## config.mk

```make
export PLATFORM = sky130hd
export DESIGN_NAME = spi_cmd_decoder
export DESIGN_NICKNAME = d
export VERILOG_FILES = /design/src/rtl/spi_cmd_decoder.sv
export SDC_FILE = /design/constraint.sdc
export NUM_CORES = 1
export LEC_CHECK = 0
export BUFFER_PORTS_ARGS = -buffer_cell sky130_fd_sc_hd__buf_2
export CORE_ASPECT_RATIO = 0.6
export CORE_MARGIN = 8
export CORE_UTILIZATION = 47
export CTS_CLUSTER_SIZE = 12
export DETAILED_ROUTE_END_ITERATION = 7
export PLACE_DENSITY = 0.8
export SETUP_SLACK_MARGIN = 0.4
export SLEW_MARGIN = 15
export SYNTH_ARGS = -nofsm -noshare
export SYNTH_HDL_FRONTEND = slang
export SYNTH_SLANG_ARGS = --single-unit
```

## constraint.sdc

```tcl
create_clock -name i_clk -period 1.62 [get_ports i_clk]
set_input_delay 0 -clock i_clk [delete_from_list [all_inputs] [get_ports i_clk]]
set_output_delay 0 -clock i_clk [all_outputs]
set_load 0.005 [all_outputs]
```

## src/rtl/spi_cmd_decoder.sv

```systemverilog
// spi_cmd_decoder: parses CS-framed command packets from spi_slave bytes, drives the LED
// register and MISO response bytes. Optional idle timeout: define SPI_CMD_TIMEOUT_EN.
module spi_cmd_decoder #(
    parameter int               LED_W          = 5,
    parameter logic [LED_W-1:0] LED_RST        = '0,
    parameter int               TIMEOUT_CYCLES = 1024
) (
    input  logic             i_clk,
    input  logic             i_sys_rst,
    input  logic             i_cs,
    input  logic [7:0]       i_rx_byte,
    input  logic             i_rx_valid,
    output logic [LED_W-1:0] o_led,
    output logic [7:0]       o_tx_byte,
    output logic             o_tx_load,
    output logic [7:0]       o_cmd_count,
    output logic             o_err,
    output logic             o_busy,
    output logic [1:0]       o_state
);

    // Handshake: i_rx_valid and o_tx_load are one-cycle strobes with no ready/backpressure;
    // a byte is consumed on the clock edge that samples its strobe, and o_tx_load marks the
    // single cycle in which o_tx_byte takes a new value.

    typedef enum logic [1:0] {
        S_IDLE = 2'd0,
        S_DATA = 2'd1,
        S_DONE = 2'd2
    } state_t;

    localparam logic [7:0] OP_WRITE  = 8'h01;
    localparam logic [7:0] OP_READ   = 8'h02;
    localparam logic [7:0] OP_TOGGLE = 8'h03;
    localparam logic [7:0] OP_STATUS = 8'h04;

    state_t           state, state_n;
    logic [1:0]       cs_ff;
    logic             cs_s, cs_d, cs_rise;
    logic             is_toggle, toggle_n;
    logic [LED_W-1:0] led_n;
    logic [7:0]       count_n, tx_n, led_pad;
    logic             load_n, err_set, err_clr, err_n;
    logic             timeout_hit;

    assign cs_s    = cs_ff[1];
    assign cs_rise = cs_s & ~cs_d;

    always_comb begin
        led_pad            = '0;
        led_pad[LED_W-1:0] = o_led;
    end

`ifdef SPI_CMD_TIMEOUT_EN
    logic [15:0] tmo_cnt;
    logic        tmo_run;

    assign tmo_run     = ((state == S_DATA) || (state == S_DONE)) && !cs_s;
    assign timeout_hit = tmo_run && !i_rx_valid && (tmo_cnt == 16'(TIMEOUT_CYCLES - 1));

    always_ff @(posedge i_clk or negedge i_sys_rst) begin
        if (!i_sys_rst) begin
            tmo_cnt <= '0;
        end else if (tmo_run && !i_rx_valid && !timeout_hit) begin
            tmo_cnt <= tmo_cnt + 16'd1;
        end else begin
            tmo_cnt <= '0;
        end
    end
`else
    assign timeout_hit = 1'b0;
`endif

    always_comb begin
        state_n  = state;
        led_n    = o_led;
        count_n  = o_cmd_count;
        toggle_n = is_toggle;
        tx_n     = o_tx_byte;
        load_n   = 1'b0;
        err_set  = 1'b0;
        err_clr  = 1'b0;
        case (state)
            S_IDLE: begin
                // Bytes are parsed here even before cs_s falls, covering synchroniser lag.
                if (i_rx_valid) begin
                    case (i_rx_byte)
                        OP_WRITE: begin
                            state_n  = S_DATA;
                            toggle_n = 1'b0;
                        end
                        OP_TOGGLE: begin
                            state_n  = S_DATA;
                            toggle_n = 1'b1;
                        end
                        OP_READ: begin
                            state_n = S_DONE;
                            tx_n    = led_pad;
                            load_n  = 1'b1;
                            count_n = o_cmd_count + 8'd1;
                        end
                        OP_STATUS: begin
                            state_n = S_DONE;
                            tx_n    = {o_err, o_cmd_count[6:0]};
                            load_n  = 1'b1;
                            count_n = o_cmd_count + 8'd1;
                            err_clr = 1'b1;
                        end
                        default: begin
                            state_n = S_DONE;
                            err_set = 1'b1;
                        end
                    endcase
                end
            end
            S_DATA: begin
                if (i_rx_valid) begin
                    led_n   = is_toggle ? (o_led ^ i_rx_byte[LED_W-1:0]) : i_rx_byte[LED_W-1:0];
                    count_n = o_cmd_count + 8'd1;
                    state_n = S_DONE;
                end
            end
            S_DONE: begin
                if (i_rx_valid && (o_tx_byte != 8'hFF)) begin
                    tx_n   = 8'hFF;
                    load_n = 1'b1;
                end
            end
            default: state_n = S_IDLE;
        endcase

        if (timeout_hit) begin
            state_n = S_IDLE;
            err_set = 1'b1;
            tx_n    = 8'hFF;
            load_n  = (o_tx_byte != 8'hFF);
        end

        // Frame end wins over whatever the current byte did to the response byte.
        if (cs_rise) begin
            state_n = S_IDLE;
            tx_n    = 8'hFF;
            load_n  = (o_tx_byte != 8'hFF);
            if ((state == S_DATA) && !i_rx_valid) begin
                err_set = 1'b1;
            end
        end

        err_n = err_set ? 1'b1 : (err_clr ? 1'b0 : o_err);
    end

    always_ff @(posedge i_clk or negedge i_sys_rst) begin
        if (!i_sys_rst) begin
            state       <= S_IDLE;
            cs_ff       <= 2'b11;
            cs_d        <= 1'b1;
            is_toggle   <= 1'b0;
            o_led       <= LED_RST;
            o_tx_byte   <= 8'hFF;
            o_tx_load   <= 1'b0;
            o_cmd_count <= 8'd0;
            o_err       <= 1'b0;
        end else begin
            cs_ff       <= {cs_ff[0], i_cs};
            cs_d        <= cs_s;
            state       <= state_n;
            is_toggle   <= toggle_n;
            o_led       <= led_n;
            o_tx_byte   <= tx_n;
            o_tx_load   <= load_n;
            o_cmd_count <= count_n;
            o_err       <= err_n;
        end
    end

    assign o_busy  = (state != S_IDLE);
    assign o_state = state;

endmodule

```

==> metrics <==
status=complete, but fails checks; violated checks=setup timing; f_max=607 MHz; vias in the first global route=1425; pins over their slew limit=0; Power Dens Cells=901 mW/mm2; Area growth syn-to-layout=59.3%; RSZ-0062 raised after global routing=true; Req. time, crit path=1830 ps; Port Buffers=37; # IOs=38; DRT Wirelength=5.29 mm; Final min period=1650 ps; main combinational cell family by area after synthesis=simple AND/OR/NAND/NOR gates; post-synthesis sequential area ratio=50.1%; WS Path Type=register to register; Cell Chain, Critical Path=nand4_1, o2111ai_2, a21boi_4, buf_4, a22oi_1; routed len/inst=21.3 um; final worst slack=-28.1 ps; Antenna Cells=0; Syn Inst Count=137; flops & latches, synth=29; Post-Syn Area=0.00148 mm2; chip width=88.4 um; setup_tns=-80.1 ps; worst slack, placed=-19.8 ps; number of synthesized flops with an enable pin=0; static leakage=1.06 nW; Final Setup Violations=4; Final ANT Viol Nets=0; first-pass GRT wire length=7.35 mm; Fin. Hold Viols=0; Num CTS Buffers=5; Setup crit end kind=register; Global Route Usage Sum=19.1%; Sink Count=29; layout cells sized above 1=65.2%; Ys Warns=0; clk_lat worst skew=290 ps; final cell count without fillers=249; core box area=0.00293 mm2; # DRC=0; grt total ovfl=0; Clock Path Buffers=2; Synth Flop Type=dfrtp_1; First-pass DRT Iterations=4; die area=0.00525 mm2; vias per cell=5.94; Tcrit/Tclk final=102%; Placed Cells=220; Critical Path Start Type=register; worst stage delay on the critical path=560 ps; Async SR Flop Fraction=100%; dpl hpwl=2.91 mm; Synth Area in Compound Gates=15.0%; H-Tree Depth=2; Slowest-stage cell, CP=dfstp_2; TritonCTS clock tree=yes; Starting Density=50.4%; Rel. slew slack=55.4%; final setup skew=5.95 ps; Die Ht=59.4 um; Vias=1478; CP Max Fanout=5; worst min-delay path class=input pin to register; nets=219; post-synthesis simple-gate area fraction=20.3%; Root Driver=clkbuf_8; initial antenna violation count=0; worst path arrival time=1860 ps; Reg clk slew, reported paths=70 ps; VDD IR max=0.000708 V; Syn Nets=150; mux share of post-synthesis cell area=6.95%; worst-margin pin slew=669 ps; GP Congestion=0.862; Post-Synth XOR/XNOR Area=4.75%; Min Hold Slack=22.1 ps; maxcap violations=0; DR iter-0 viols=103; Post-Syn Area per Cell=10.8 um2; adder-cell share of the synthesized area=0.847%; num rows=15; largest net degree at the start of global routing=30; count of different cell masters after synthesis=35
## synthesized netlist by cell type (all sizes together), types with 2 or more instances
cell type,count,area (um2)
dfrtp,18,450
nor2,18,67.6
dfstp,11,289
a21oi,10,50.1
mux2i,8,80.1
nand2,8,30.0
xnor2,8,70.1
a22oi,6,45.0
a311oi,5,43.8
clkbuf,4,15.0
nand3,4,20.0
nand4,4,25.0
nand2b,3,18.8
nor2b,3,18.8
nor4,3,33.8
o21ai,3,15.0
a21o,2,15.0
mux2,2,22.5
nor3,2,10.0
## final timing paths
path,from,to,depth (start not counted),slack (ps)
setup / recovery,o_tx_byte[4],o_tx_byte[4],5,-30
hold / removal,i_rx_byte[1],o_led[1],2,20
setup reg to reg,o_tx_byte[4],o_tx_byte[4],5,-30
hold reg to reg,cs_ff[0],cs_ff[1],0,360
max in group asynchronous,i_sys_rst,o_cmd_count[0],2,870
min in group asynchronous,i_sys_rst,o_tx_load,2,270
## cell type report
cell class / instances / area, um2
inverters: 1 / 7.51
well taps: 42 / 52.6
fillers: 172 / 576
multi-input cells: 103 / 995
clock inverters: 1 / 5.00
flip-flops and latches: 29 / 744
repair buffers: 66 / 452
clock buffers: 7 / 96.3
## cell usage in the layout, fill, tap and decap left out, types with 2 or more instances in the layout
cell type / n
a21boi_4: 2
a21o_1: 2
a21oi_1: 5
a21oi_2: 5
a22oi_1: 3
a22oi_2: 3
a311oi_1: 3
a311oi_2: 2
buf_2: 35
buf_4: 18
buf_6: 9
clkbuf_8: 7
dfrtp_1: 14
dfrtp_2: 4
dfstp_2: 11
dlygate4sd3_1: 4
mux2_4: 2
mux2i_1: 8
nand2_1: 6
nand2_2: 2
nand2b_4: 2
nand3_2: 2
nand3_4: 2
nand4_1: 4
nor2_1: 11
nor2_4: 6
nor4_4: 2
o21ai_0: 3
xnor2_1: 4
xnor2_2: 4
## layer usage
layer / GRT usage, % / up-vias / part of all wire [%]
met3: 6.78 / 14 / 7.0
met5: 0 / - / 0
met1: 23.9 / 739 / 43
li1: - / 646 / -
met4: 6.68 / 0 / 2.7
met2: 29.6 / 79 / 48
## logic make-up after synthesis
logic type                 Yosys count
xor gates and xnor gates             8
AOI/OAI and AO/OA                   30
muxes                               10
and+or+nand+nor                     53
adders and majority gates            1
DFF                                 29
buffers and inverters                6
## stage by stage
step | instance area, um2 | total power (W) | util, %
after CTS | 2130 | 0.00197 | 72.8
final | 2350 | 0.00212 | 80.3
after global placement | 1790 | 0.00119 | 61.3
after global routing | 2350 | 0.00219 | 80.3
after floorplan | 1540 | 0.00106 | -
after detailed placement | 1790 | 0.00121 | 61.3
## flip-flops by register name (all words and copies together), names as in the netlist
| name | cells |
|---|---|
| o_err | 1 |
| o_state | 2 |
| cs_ff | 2 |
| is_toggle | 1 |
| o_tx_byte | 8 |
| cs_d | 1 |
| o_cmd_count | 8 |
| o_tx_load | 1 |
| o_led | 5 |
## worst max-delay path: cells and delay by family, from the launching register on
family,cells,cell delay [ps]
AOI/OAI and AO/OA,3,650
buffers and inverters,1,160
DFF,1,560
and+or+nand+nor,1,180
## report_power, final
group / internal (W) / total (W) / switching (W)
clock: 0.000384 / 0.000690 / 0.000306
sequential: 0.000817 / 0.000890 / 0.0000738
combinational: 0.000272 / 0.000540 / 0.000268
## repair_timing
| action | CTS | global route |
|---|---|---|
| endpoints found under the setup margin | 25 | 26 |
| cloned | 1 | 0 |
| buffers inserted | 9 | 7 |
| endpoints found under the hold margin | 21 | 0 |
| hold buffers | 4 | 0 |
| pin swaps | 20 | 19 |
| resized for setup | 28 | 34 |
Note: power is estimated with default switching activity, not from simulation.
